[src/rtl/draw_player_if.sv]
// vga_if: pixel stream bundle shared by the pixel-pipeline stages
interface vga_if;
  logic [10:0] hcount;
  logic [10:0] vcount;
  logic hsync;
  logic vsync;
  logic hblnk;
  logic vblnk;
  logic [11:0] rgb;
  modport in (input hcount, vcount, hsync, vsync, hblnk, vblnk, rgb);
  modport out (output hcount, vcount, hsync, vsync, hblnk, vblnk, rgb);
endinterface

[src/rtl/draw_player.sv]
// draw_player: overlays a ROM sprite on a vga_if stream; position updates apply at frame boundaries
module draw_player #(
  parameter int WIDTH = 48,
  parameter int HEIGHT = 64,
  parameter int X_INIT = 376,
  parameter int Y_INIT = 268,
  parameter logic [11:0] TRANSPARENT = 12'hF0F,
  parameter int ADDR_W = 12,
  parameter int HOR_PIXELS = 800,
  parameter int VER_PIXELS = 600
) (
  input logic clk,
  input logic rst,
  vga_if.in vga_in,
  vga_if.out vga_out,
  input logic [11:0] xpos,
  input logic [11:0] ypos,
  input logic pos_valid,
  output logic pos_busy,
  output logic [ADDR_W-1:0] pix_addr,
  input logic [11:0] pix_data
);
  localparam logic [11:0] X_MAX = 12'(HOR_PIXELS - WIDTH);
  localparam logic [11:0] Y_MAX = 12'(VER_PIXELS - HEIGHT);
  localparam logic [11:0] X0 = 12'(X_INIT);
  localparam logic [11:0] Y0 = 12'(Y_INIT);
  typedef struct packed {
    logic [10:0] hcount;
    logic [10:0] vcount;
    logic hsync;
    logic vsync;
    logic hblnk;
    logic vblnk;
    logic [11:0] rgb;
  } px_t;
  typedef enum logic {IDLE, PENDING} state_t;
  state_t state, state_nxt;
  logic [11:0] x_act, y_act, x_pend, y_pend;
  logic [11:0] x_act_nxt, y_act_nxt, x_pend_nxt, y_pend_nxt;
  logic [11:0] hc, vc;
  logic vblnk_prev, frame, hit, hit1, hit2;
  px_t p0, p1, p2, p3;
  assign p0 = {vga_in.hcount, vga_in.vcount, vga_in.hsync, vga_in.vsync, vga_in.hblnk, vga_in.vblnk, vga_in.rgb};
  assign hc = {1'b0, vga_in.hcount};
  assign vc = {1'b0, vga_in.vcount};
  assign frame = vga_in.vblnk && !vblnk_prev;
  assign hit = !vga_in.hblnk && !vga_in.vblnk &&
               hc >= x_act && hc <= x_act + 12'(WIDTH - 1) &&
               vc >= y_act && vc <= y_act + 12'(HEIGHT - 1);
  assign pos_busy = state == PENDING;
  // a boundary and a new request in the same cycle: old pending goes live, new one is queued
  always_comb begin
    state_nxt = state;
    x_act_nxt = x_act;
    y_act_nxt = y_act;
    x_pend_nxt = x_pend;
    y_pend_nxt = y_pend;
    if (state == PENDING && frame) begin
      x_act_nxt = x_pend;
      y_act_nxt = y_pend;
      state_nxt = IDLE;
    end
    if (pos_valid) begin
      x_pend_nxt = xpos > X_MAX ? X_MAX : xpos;
      y_pend_nxt = ypos > Y_MAX ? Y_MAX : ypos;
      state_nxt = PENDING;
    end
  end
  always_ff @(posedge clk or posedge rst)
    if (rst) begin
      state <= IDLE;
      x_act <= X0;
      y_act <= Y0;
      x_pend <= X0;
      y_pend <= Y0;
      vblnk_prev <= 1'b0;
      pix_addr <= '0;
      hit1 <= 1'b0;
      hit2 <= 1'b0;
      p1 <= '0;
      p2 <= '0;
      p3 <= '0;
    end else begin
      state <= state_nxt;
      x_act <= x_act_nxt;
      y_act <= y_act_nxt;
      x_pend <= x_pend_nxt;
      y_pend <= y_pend_nxt;
      vblnk_prev <= vga_in.vblnk;
      pix_addr <= hit ? ADDR_W'(vc - y_act) * ADDR_W'(WIDTH) + ADDR_W'(hc - x_act) : '0;
      hit1 <= hit;
      hit2 <= hit1;
      p1 <= p0;
      p2 <= p1;
      p3 <= p2;
      p3.rgb <= (hit2 && pix_data != TRANSPARENT) ? pix_data : p2.rgb;
    end
  assign vga_out.hcount = p3.hcount;
  assign vga_out.vcount = p3.vcount;
  assign vga_out.hsync = p3.hsync;
  assign vga_out.vsync = p3.vsync;
  assign vga_out.hblnk = p3.hblnk;
  assign vga_out.vblnk = p3.vblnk;
  assign vga_out.rgb = p3.rgb;
endmodule

[src/flat_wrapper.sv]
// flat-port wrapper written by rule: the top's interface ports become plain ports
module draw_player_flat 
#(
  parameter int WIDTH = 48,
  parameter int HEIGHT = 64,
  parameter int X_INIT = 376,
  parameter int Y_INIT = 268,
  parameter logic [11:0] TRANSPARENT = 12'hF0F,
  parameter int ADDR_W = 12,
  parameter int HOR_PIXELS = 800,
  parameter int VER_PIXELS = 600
)
  (clk, rst, xpos, ypos, pos_valid, pos_busy, pix_addr, pix_data, vga_in_hcount, vga_in_vcount, vga_in_hsync, vga_in_vsync, vga_in_hblnk, vga_in_vblnk, vga_in_rgb, vga_out_hcount, vga_out_vcount, vga_out_hsync, vga_out_vsync, vga_out_hblnk, vga_out_vblnk, vga_out_rgb);
  vga_if vga_in_i ();
  vga_if vga_out_i ();
  input logic clk;
  input logic rst;
  input logic [11:0] xpos;
  input logic [11:0] ypos;
  input logic pos_valid;
  output logic pos_busy;
  output logic [ADDR_W-1:0] pix_addr;
  input logic [11:0] pix_data;
  input wire logic [$bits(vga_in_i.hcount)-1:0] vga_in_hcount;
  input wire logic [$bits(vga_in_i.vcount)-1:0] vga_in_vcount;
  input wire logic [$bits(vga_in_i.hsync)-1:0] vga_in_hsync;
  input wire logic [$bits(vga_in_i.vsync)-1:0] vga_in_vsync;
  input wire logic [$bits(vga_in_i.hblnk)-1:0] vga_in_hblnk;
  input wire logic [$bits(vga_in_i.vblnk)-1:0] vga_in_vblnk;
  input wire logic [$bits(vga_in_i.rgb)-1:0] vga_in_rgb;
  output wire logic [$bits(vga_out_i.hcount)-1:0] vga_out_hcount;
  output wire logic [$bits(vga_out_i.vcount)-1:0] vga_out_vcount;
  output wire logic [$bits(vga_out_i.hsync)-1:0] vga_out_hsync;
  output wire logic [$bits(vga_out_i.vsync)-1:0] vga_out_vsync;
  output wire logic [$bits(vga_out_i.hblnk)-1:0] vga_out_hblnk;
  output wire logic [$bits(vga_out_i.vblnk)-1:0] vga_out_vblnk;
  output wire logic [$bits(vga_out_i.rgb)-1:0] vga_out_rgb;
  assign vga_in_i.hcount = vga_in_hcount;
  assign vga_in_i.vcount = vga_in_vcount;
  assign vga_in_i.hsync = vga_in_hsync;
  assign vga_in_i.vsync = vga_in_vsync;
  assign vga_in_i.hblnk = vga_in_hblnk;
  assign vga_in_i.vblnk = vga_in_vblnk;
  assign vga_in_i.rgb = vga_in_rgb;
  assign vga_out_hcount = vga_out_i.hcount;
  assign vga_out_vcount = vga_out_i.vcount;
  assign vga_out_hsync = vga_out_i.hsync;
  assign vga_out_vsync = vga_out_i.vsync;
  assign vga_out_hblnk = vga_out_i.hblnk;
  assign vga_out_vblnk = vga_out_i.vblnk;
  assign vga_out_rgb = vga_out_i.rgb;
  draw_player #(.WIDTH(WIDTH), .HEIGHT(HEIGHT), .X_INIT(X_INIT), .Y_INIT(Y_INIT), .TRANSPARENT(TRANSPARENT), .ADDR_W(ADDR_W), .HOR_PIXELS(HOR_PIXELS), .VER_PIXELS(VER_PIXELS)) u_core (.clk(clk), .rst(rst), .vga_in(vga_in_i), .vga_out(vga_out_i), .xpos(xpos), .ypos(ypos), .pos_valid(pos_valid), .pos_busy(pos_busy), .pix_addr(pix_addr), .pix_data(pix_data));
endmodule
[config.mk]
export PLATFORM = sky130hd
export DESIGN_NAME = draw_player_flat
export DESIGN_NICKNAME = d
export VERILOG_FILES = /design/src/rtl/draw_player_if.sv /design/src/rtl/draw_player.sv /design/src/flat_wrapper.sv
export SDC_FILE = /design/constraint.sdc
export NUM_CORES = 1
export LEC_CHECK = 0
export ABC_CLOCK_PERIOD_IN_PS = 5800
export CORE_MARGIN = 2
export CORE_UTILIZATION = 50
export CTS_BUF_LIST = sky130_fd_sc_hd__clkbuf_4
export DETAILED_ROUTE_END_ITERATION = 8
export PLACE_DENSITY = 0.79
export SYNTH_ARGS = -nofsm -noshare
export SYNTH_HDL_FRONTEND = slang
export SYNTH_SLANG_ARGS = --single-unit
[constraint.sdc]
create_clock -name clk -period 5.8 [get_ports clk]
set_input_delay 1.16 -clock clk [delete_from_list [all_inputs] [get_ports clk]]
set_output_delay 1.16 -clock clk [all_outputs]
set_load 0.005 [all_outputs]
# [Word-level counts from Yosys, hierarchy flattened]
# Cells that the tools add are included.
[word_totals] regBits=177 input_bits=77 wordCells=60
[op_classes] addsub=5 n_mul=1 order_cmp=6 n_reduce_logical=12 mux=6 eq_ne=1
[ops] cell="$mux 12" n=4
[ops] cell="$add 12x6->12 const B" n=2
[ops] cell="$ge 11x12->1" n=2
[ops] cell="$gt 12x10->1 const B" n=2
[ops] cell="$le 11x12->1" n=2
[ops] cell="$sub 11x12->12" n=2
[ops] cell="$add 12x12->12" n=1
[ops] cell="$mul 12x2->8 const B" n=1
[ops] cell="$ne 12x12->1 const B" n=1
[ops] cell="$logic_and 1x1->1" n=8
[ops] cell="$logic_not 1->1" n=3
[ops] cell="$mux 1" n=2
[ops] cell="$reduce_bool 2->1" n=1

# [Logic depth before layout (Yosys ltp)]
# Gate-level depths: netlist (run 1).
[depth] word_depth=7 depth_mapped=18 mapped_depth_nobuf=18

# [Worst setup path before layout (run 1)]
# OpenSTA, ideal clock, no wires.
[synth_path] path_type="input-to-reg" start="input vga_in_vcount[0]" end="register u_core.pix_addr[10]" slack_ps=1272 stages=18 arrival_ps=4407 t_required_ps=5679 cell_sequence="inv_1 -> ha_1 -> inv_1 -> fa_1 -> a211oi_1 -> nor2_1 -> xor2_1 -> ha_1 -> o21a_1 -> o31a_1 -> a21oi_1 -> fa_1 -> ha_1 -> nand2_1 -> a211oi_1 -> a211oi_1 -> xor2_1 -> nor2_1"
[synth_between] elab_chain_len=4 word_cells_on_any_way=8 classes_between="2 x add/sub; 1 x mul; 2 x order compare; 1 x mux; 2 x reduce/logical"
[synth_lines] item="from (decl)" line_no="flat_wrapper.sv:25" text="input wire logic [$bits(vga_in_i.vcount)-1:0] vga_in_vcount;"
[synth_lines] item="$sub 11x12->12 or $ge 11x12->1 (tied branches)" line_no="draw_player.sv:90, draw_player.sv:49"
[synth_lines] item="$mul 12x2->8 or $logic_and 1x1->1 (tied branches)" line_no="draw_player.sv:90, draw_player.sv:48"
[synth_lines] item="$add 12x12->12 or $logic_and 1x1->1 (tied branches)" line_no="draw_player.sv:90, draw_player.sv:49"
[synth_lines] item="$mux 12 (*)" line_no="draw_player.sv:90" text="pix_addr <= hit ? ADDR_W'(vc - y_act) * ADDR_W'(WIDTH) + ADDR_W'(hc - x_act) : '0;"
[synth_lines] item="to (signal assigned)" line_no="draw_player.sv:90"
[synth_lines] item="to (decl)" line_no="draw_player.sv:20" text="output logic [ADDR_W-1:0] pix_addr,"
# Mark *: on every way between the ends. The rest lies on a longest branch, timed or not.
# A chain may end at the register's enable or synchronous reset.

# [Final worst setup path (run 1)]
# Same ends and word-level chain as after synthesis.

==> metrics, run 1 <==
routed length per placed instance 15.24 um; Min Clock Period, post-route 4801 ps; Pwr Total 3.024 mW; post-synthesis share of cell area spent on full adders, half adders and majority gates 0.1315; global-route wire length before repair 24.21 mm; number of flops mapped to enable cells by yosys 0; number of nets with antenna violations after detailed routing 0; io pins 128; Max transition margin 0.4060; share of the synthesized area in the top cell type 0.5254; detailed-route wire length 14.75 mm; fraction of final layout cells with drive strength greater than 1 0.09872; length in cells of the worst reg-to-reg path 16; setup repair after global routing missed its margin false; share of total power consumed by net switching 0.3151; leading cell types by count after synthesis 161 x sky130_fd_sc_hd__dfrtp_1, 63 x sky130_fd_sc_hd__ha_1, 58 x sky130_fd_sc_hd__inv_1, 55 x sky130_fd_sc_hd__nand2_1, 40 x sky130_fd_sc_hd__o21ai_0; number of filler instances in the final layout 1,208; compound-cell area share of the yosys netlist 0.09577; initial standard-cell utilization of the core 0.5082; row cnt 45; P per Cell Area 318.3 nW/um2; number of buffers between clock root and the deepest sink 2; Pleak 4.195 nW; largest area contributor in the synthesized netlist sky130_fd_sc_hd__dfrtp_1; MaxCap Viol Count 0; ranking of synthesized cells by area sky130_fd_sc_hd__dfrtp_1 53%, sky130_fd_sc_hd__ha_1 10%, sky130_fd_sc_hd__dfstp_2 5.5%; DRT Pass-1 Iters 4; distinct cell type count of the synthesized netlist 52; count of instances resized after the clock tree is built 0; predominant post-synthesis flop cell sky130_fd_sc_hd__dfrtp_1; die outline area 16,340 um2; Internal Dissipation 2.071 mW; endpoint required time on the critical path 6240 ps; number of diodes added for antenna fixing 0; count of buffers inserted at the top-level ports 127; core region area 15,090 um2; CTS Root Buffer Type sky130_fd_sc_hd__clkbuf_4; upper clock frequency limit 208.3 MHz; number of antenna violations at the first check in global routing 0; sw power 0.9529 mW; origin of the critical flop-to-flop path u_core.y_act[2]; number of violations reported at the end of detailed-routing iteration 0 234; nature of the critical path endpoint flip-flop; skew final 18.09 ps; average vias per placed instance 5.190; number of slew-limit violations in the final report 0; Clk network pwr share 0.241; post-route clock period utilization 0.8278; status finished, final reports clean; ordered cell list for the critical path clkdlybuf4s50_1 -> inv_1 -> ha_1 -> inv_1 -> fa_1 -> a211oi_1 -> nor2_1 -> xor2_1 -> ha_1 -> o21a_1 -> o31a_1 -> a21oi_1 -> fa_1 -> ha_1 -> nand2_1 -> a211oi_1 -> a211oi_1 -> xor2_1 -> nor2_1; Avg Synthesized Cell Area 12.25 um2; multiplexer fraction of the synthesized cell area 0.03084; later-pin clock latency in the skew report 570 ps; Mapped Area 7669 um2; slowest CP cell sky130_fd_sc_hd__fa_1; clock input transition at the sequential cells of the worst setup and hold paths 140 ps; r2r setup slk 1590 ps; register area share after synthesis 0.5802; largest delay contributor family on the critical path adder cells; Yosys warning count 0; fraction of power consumed by combinational cells 0.318; vias 5,024; post-synth net total 777; x dimension of the die 127.8 um; Final Hold Violating Endpoints 0; Sequential Power Share 0.442; IR drop worst, VDD 0.1646 mV; most frequent cell after synthesis sky130_fd_sc_hd__dfrtp_1; CTS buffer count 17; number of sinks driven by the clock tree 177; maximum level of the CTS H-tree 4; Overflow after GRT 0; Synth Instances 626; arrival time at the worst endpoint 5250 ps; area overhead of the layout relative to synthesis 23.89%; drt drc 0; HP Start u_core.p1[19]; summed area of non-filler cells in the final layout 9500 um2; Worst Tran Pin Value 888.3 ps; sum of net half-perimeters after detailed placement 11.31 mm; flop and latch count out of synthesis 177; CP bufs+invs 3; asr flop ratio synth 1.000; slowest cell delay on critical path 440 ps; net count reported at finish 918; simple-gate area share of the yosys netlist 0.08288; Post CTS Setup Buffer Count 0; path type of the worst setup path in2reg; CP max FO 4; vias in the first global route 5,100; worst reg2reg path endpoint u_core.pix_addr[10]; Final TNS setup 0 ps; Min-Delay Path Depth 0; dominant combinational cell family by area after synthesis adder cells; Post-Place Cell Area 9183 um2; CP Launch Type input port; die outline height 127.8 um; endpoint of the worst hold-timing path u_core.p2[19]; largest net degree at the start of global routing 178; quantity of hold-fixing buffers added after cts 0; final setup vio count 0; Util after Layout 0.6296; logic depth of the worst setup path including buffers 19; class of the most critical hold timing path reg2reg; routability-driven placement congestion ratio 0.8231; xor/xnor cell area share of the yosys netlist 0.04634; CTS tree yes; Global Route Usage Sum 0.1904
==> cells by family after synthesis <==
| logic type | after synthesis |
|---|---|
| flip-flops | 177 |
| buffers and inverters | 66 |
| multiplexers | 21 |
| XOR/XNOR | 39 |
| adder cells (fa/ha/maj) | 74 |
| AO/OA/AOI/OAI | 117 |
| AND/OR/NAND/NOR | 132 |
==> per-stage QoR <==
stage	setup slack, ps	hold slack, ps	cells
after floorplan	1272	331.2	626
after global placement	645.2	331.3	936
after detailed placement	445.3	334.7	936
after CTS	1088	341.0	968
after global routing	881.5	345.4	968
final	998.9	340.6	968
==> flip-flops by register name, summed over array words and instances (netlist names) <==
| signal | count |
|---|---|
| u_core.x_pend | 12 |
| u_core.p2 | 38 |
| u_core.hit2 | 1 |
| u_core.y_act | 12 |
| u_core.vga_out.hsync | 1 |
| u_core.hit1 | 1 |
| u_core.vga_out.vcount | 11 |
| u_core.vga_out.vblnk | 1 |
| u_core.pix_addr | 12 |
| u_core.vga_out.vsync | 1 |
| u_core.p1 | 37 |
| u_core.vga_out.rgb | 12 |
| u_core.vblnk_prev | 1 |
| u_core.x_act | 12 |
| u_core.pos_busy | 1 |
| u_core.y_pend | 12 |
| u_core.vga_out.hcount | 11 |
| u_core.vga_out.hblnk | 1 |
==> worst max path at each step <==
| stage | slack (ps) | startpoint | to |
|---|---|---|---|
| 2_1_floorplan | 1270 | vga_in_vcount[0] | u_core.pix_addr[10] |
| 3_3_place_gp | 650 | vga_in_vcount[0] | u_core.pix_addr[10] |
| 3_5_place_dp | 450 | vga_in_vcount[0] | u_core.pix_addr[10] |
| 4_1_cts | 1090 | vga_in_vcount[0] | u_core.pix_addr[10] |
| 5_1_grt | 880 | vga_in_vcount[0] | u_core.pix_addr[10] |
| 6_report | 1000 | vga_in_vcount[0] | u_core.pix_addr[10] |
==> metal layers <==
metal,part of all wire,routed length (um),vias to the layer above,global-route usage
met5,0,0,-,0
met1,0.45,6659,2430,0.2405
met2,0.48,7056,138,0.3155
li1,-,-,2428,-
met4,0.022,331,0,0.08016
met3,0.048,705,28,0.04716
==> power groups by stage <==
| stage | clock [mW] | combinational [mW] | sequential [mW] |
|---|---|---|---|
| 3_3_place_gp | 0 | 0.895 | 1.36 |
| 2_1_floorplan | 0 | 0.683 | 1.35 |
| 6_report | 0.728 | 0.961 | 1.34 |
| 4_1_cts | 0.758 | 0.959 | 1.34 |
| 3_5_place_dp | 0 | 0.950 | 1.36 |
| 5_1_grt | 0.809 | 1.07 | 1.34 |
==> cells in the final DEF (no fill, tap or decap), types with 4 or more instances in the layout <==
cell type                         instances
sky130_fd_sc_hd__inv_1                   57
sky130_fd_sc_hd__xor2_1                   7
sky130_fd_sc_hd__dfstp_2                 16
sky130_fd_sc_hd__clkinv_4                 6
sky130_fd_sc_hd__dfrtp_1                161
sky130_fd_sc_hd__clkbuf_4                18
sky130_fd_sc_hd__nor2b_1                  9
sky130_fd_sc_hd__a21o_1                   5
sky130_fd_sc_hd__o211ai_1                 4
sky130_fd_sc_hd__a211oi_1                 6
sky130_fd_sc_hd__o21ai_0                 40
sky130_fd_sc_hd__a21oi_1                 30
sky130_fd_sc_hd__nand4_1                  6
sky130_fd_sc_hd__o21a_1                   6
sky130_fd_sc_hd__ha_1                    63
sky130_fd_sc_hd__o21bai_1                 4
sky130_fd_sc_hd__xnor2_1                 31
sky130_fd_sc_hd__nand2_1                 55
sky130_fd_sc_hd__nor2_1                  27
sky130_fd_sc_hd__mux2_2                  21
sky130_fd_sc_hd__nand3_1                  9
sky130_fd_sc_hd__fa_1                    11
sky130_fd_sc_hd__nor3_1                   6
sky130_fd_sc_hd__o22a_1                   7
sky130_fd_sc_hd__clkdlybuf4s50_1        127
==> layout make-up <==
type                    count  area, um2  area share
repair buffers            130       1306      0.1375
multi-input cells         383       2970      0.3127
well taps                 188      235.2     0.02476
clock buffers              18      135.1     0.01422
inverters                  58      221.5     0.02331
flip-flops and latches    177       4449      0.4683
clock inverters            14      182.7     0.01923
Power figures use the tool's default switching activity.
==> run 2, diff against run 1 <==
--- a/config.mk
+++ b/config.mk
@@ -5,7 +5,7 @@
 export SDC_FILE = /design/constraint.sdc
 export NUM_CORES = 1
 export LEC_CHECK = 0
-export ABC_CLOCK_PERIOD_IN_PS = 5800
+export ABC_CLOCK_PERIOD_IN_PS = 4100
 export CORE_MARGIN = 2
 export CORE_UTILIZATION = 50
 export CTS_BUF_LIST = sky130_fd_sc_hd__clkbuf_4
==> constraint.sdc (replaced) <==
create_clock -name clk -period 4.1 [get_ports clk]
set_input_delay 0.82 -clock clk [delete_from_list [all_inputs] [get_ports clk]]
set_output_delay 0.82 -clock clk [all_outputs]
set_load 0.005 [all_outputs]
==> metrics, run 2 (synthesis results as in run 1) <==
number of sinks driven by the clock tree 177; number of slew-limit violations in the final report 0; sum of net half-perimeters after detailed placement 12.18 mm; class of the most critical hold timing path reg2reg; die outline area 16,340 um2; skew final 19.44 ps; io pins 128; arrival time at the worst endpoint 4490 ps; Post-Place Cell Area 9410 um2; vias 5,200; number of placed instances, taps included 964; Min Clock Period, post-route 4059 ps; multi-input gate area in the final layout 3040 um2; Pwr Total 4.530 mW; nature of the critical path endpoint flip-flop; number of nets with antenna violations after detailed routing 0; net count reported at finish 950; origin of the critical flop-to-flop path u_core.y_act[1]; most frequent standard cell in the layout excluding fill and tap cells sky130_fd_sc_hd__dfrtp_1; CTS Root Buffer Type sky130_fd_sc_hd__clkbuf_4; Min-Delay Path Depth 0; path type of the worst setup path in2reg; area overhead of the layout relative to synthesis 27.39%; HP Start u_core.p1[19]; number of filler instances in the final layout 1,158; largest net degree at the start of global routing 75; average vias per placed instance 5.200; detailed-route wire length 15.76 mm; CTS buffer count 17; routability-driven placement congestion ratio 0.8498; count of buffers inserted at the top-level ports 127; minimum setup slack in the final design 40.66 ps; worst setup slack after placement -763.7 ps; largest registers in the final layout u_core.p2 x38, u_core.p1 x37; post-layout instance count excluding filler cells 1,000; fraction of power consumed by combinational cells 0.386; die outline height 127.8 um; row cnt 45; maximum level of the CTS H-tree 4; number of buffers between clock root and the deepest sink 2; CP max FO 5; Clk network pwr share 0.197; share of total power consumed by net switching 0.3248; routed length per placed instance 15.76 um; area occupied by registers 4449 um2; length in cells of the worst reg-to-reg path 18; number of violations reported at the end of detailed-routing iteration 0 194; vias in the first global route 5,474; Final Hold Violating Endpoints 0; commonest non-fill, non-tap cells in the layout 161 x sky130_fd_sc_hd__dfrtp_1, 125 x sky130_fd_sc_hd__clkdlybuf4s50_1, 60 x sky130_fd_sc_hd__ha_1; CP Launch Type input port; status finished, final reports clean; quantity of hold-fixing buffers added after cts 0; endpoint of the worst hold-timing path u_core.p2[19]; MaxCap Viol Count 0; Most flops, register u_core.p2; later-pin clock latency in the skew report 570 ps; initial standard-cell utilization of the core 0.5082; Global Route Usage Sum 0.2030; Overflow after GRT 0; Internal Dissipation 3.059 mW; Sequential Power Share 0.417; core region area 15,090 um2; Largest register FFs 38; x dimension of the die 127.8 um; drt drc 0; r2r setup slk 100 ps; P per Cell Area 463.7 nW/um2; final setup vio count 0; global-route wire length before repair 25.79 mm; CTS tree yes; summed area of non-filler cells in the final layout 9769 um2; sw power 1.471 mW; number of antenna violations at the first check in global routing 1; Pleak 4.336 nW; fraction of final layout cells with drive strength greater than 1 0.1517; clock input transition at the sequential cells of the worst setup and hold paths 140 ps; IR drop worst, VDD 0.2672 mV; Worst Tran Pin Value 1070 ps; DRT Pass-1 Iters 5; worst reg2reg path endpoint u_core.pix_addr[9]; endpoint required time on the critical path 4530 ps; post-route clock period utilization 0.9901; Max transition margin 0.2848; Post-Route Hold Slack 339.2 ps; upper clock frequency limit 246.3 MHz
-- run 2: changes by cell type in the layout (fill, tap and decap cells not counted), moves of 4 or more --
| cell | change |
|---|---|
| sky130_fd_sc_hd__a21oi_1 | -4 |
| sky130_fd_sc_hd__buf_4 | +31 |
| sky130_fd_sc_hd__a21oi_2 | +4 |
| sky130_fd_sc_hd__clkinvlp_4 | +4 |
-- run 2: stage by stage --
stage / TNS [ps] / util
floorplan: 0 / -
global placement: -2271 / 0.6236
detailed placement: -3161 / 0.6236
CTS: 0 / 0.6453
global route: -59.24 / 0.6474
finish: 0 / 0.6474
-- run 2: what timing repair did --
item | 4_1_cts | 5_1_grt
resized for setup | 11 | 6
setup endpoints to repair | 3 | 3
pin swaps | 10 | 9
hold endpoints to repair | 0 | 0
buffers inserted | 2 | 2
-- run 2: how the worst max path moves through the flow --
| stage | start | to | slack [ps] | cells past startpoint |
|---|---|---|---|---|
| floorplan | vga_in_vcount[0] | u_core.pix_addr[10] | 2 | 18 |
| CTS | vga_in_vcount[1] | u_core.pix_addr[11] | 50 | 18 |
| detailed placement | vga_in_vcount[0] | u_core.pix_addr[10] | -760 | 19 |
| finish | vga_in_vcount[2] | u_core.pix_addr[9] | 40 | 17 |
| global route | u_core.y_act[1] | u_core.pix_addr[9] | -60 | 18 |
| global placement | vga_in_vcount[0] | u_core.pix_addr[10] | -570 | 19 |
-- run 2: layout make-up --
class / instances / share of cell area
tap: 188 / 0.02408
clock buffer: 17 / 0.01306
sequential: 177 / 0.4554
timing repair buffer: 162 / 0.1597
inverter: 58 / 0.02267
antenna: 1 / 0.0002561
clock inverter: 14 / 0.01358
multi-input combinational: 383 / 0.3112
-- run 2: layer usage --
layer  track usage  share of wire  vias up
li1              -              -     2494
met1        0.2538           0.43     2543
met2        0.3410           0.50      140
met5             0              0        -
met4       0.08597          0.021        0
met3       0.04758          0.044       23
-- run 2: critical path, cell delays in order --
cell and delay (ps):
sky130_fd_sc_hd__clkdlybuf4s50_1 450, sky130_fd_sc_hd__ha_2 420, sky130_fd_sc_hd__nor2b_1 150, sky130_fd_sc_hd__nor2_1 60, sky130_fd_sc_hd__xnor2_1 220, sky130_fd_sc_hd__ha_1 320, sky130_fd_sc_hd__buf_4 160, sky130_fd_sc_hd__xnor2_1 180
sky130_fd_sc_hd__fa_1 450, sky130_fd_sc_hd__ha_1 360, sky130_fd_sc_hd__o21a_1 120, sky130_fd_sc_hd__o21ai_0 150, sky130_fd_sc_hd__a21oi_1 80, sky130_fd_sc_hd__nor2_1 210, sky130_fd_sc_hd__buf_4 140, sky130_fd_sc_hd__xor2_1 140
sky130_fd_sc_hd__nor2_1 60
-- run 2: power groups by stage --
stage	Sequential, mW	Clock [mW]	Combinational, mW
6_report	1.89	0.895	1.75
4_1_cts	1.89	0.936	1.69
3_5_place_dp	1.92	0	1.58
5_1_grt	1.90	1.01	1.92
2_1_floorplan	1.91	0	0.967
3_3_place_gp	1.92	0	1.47
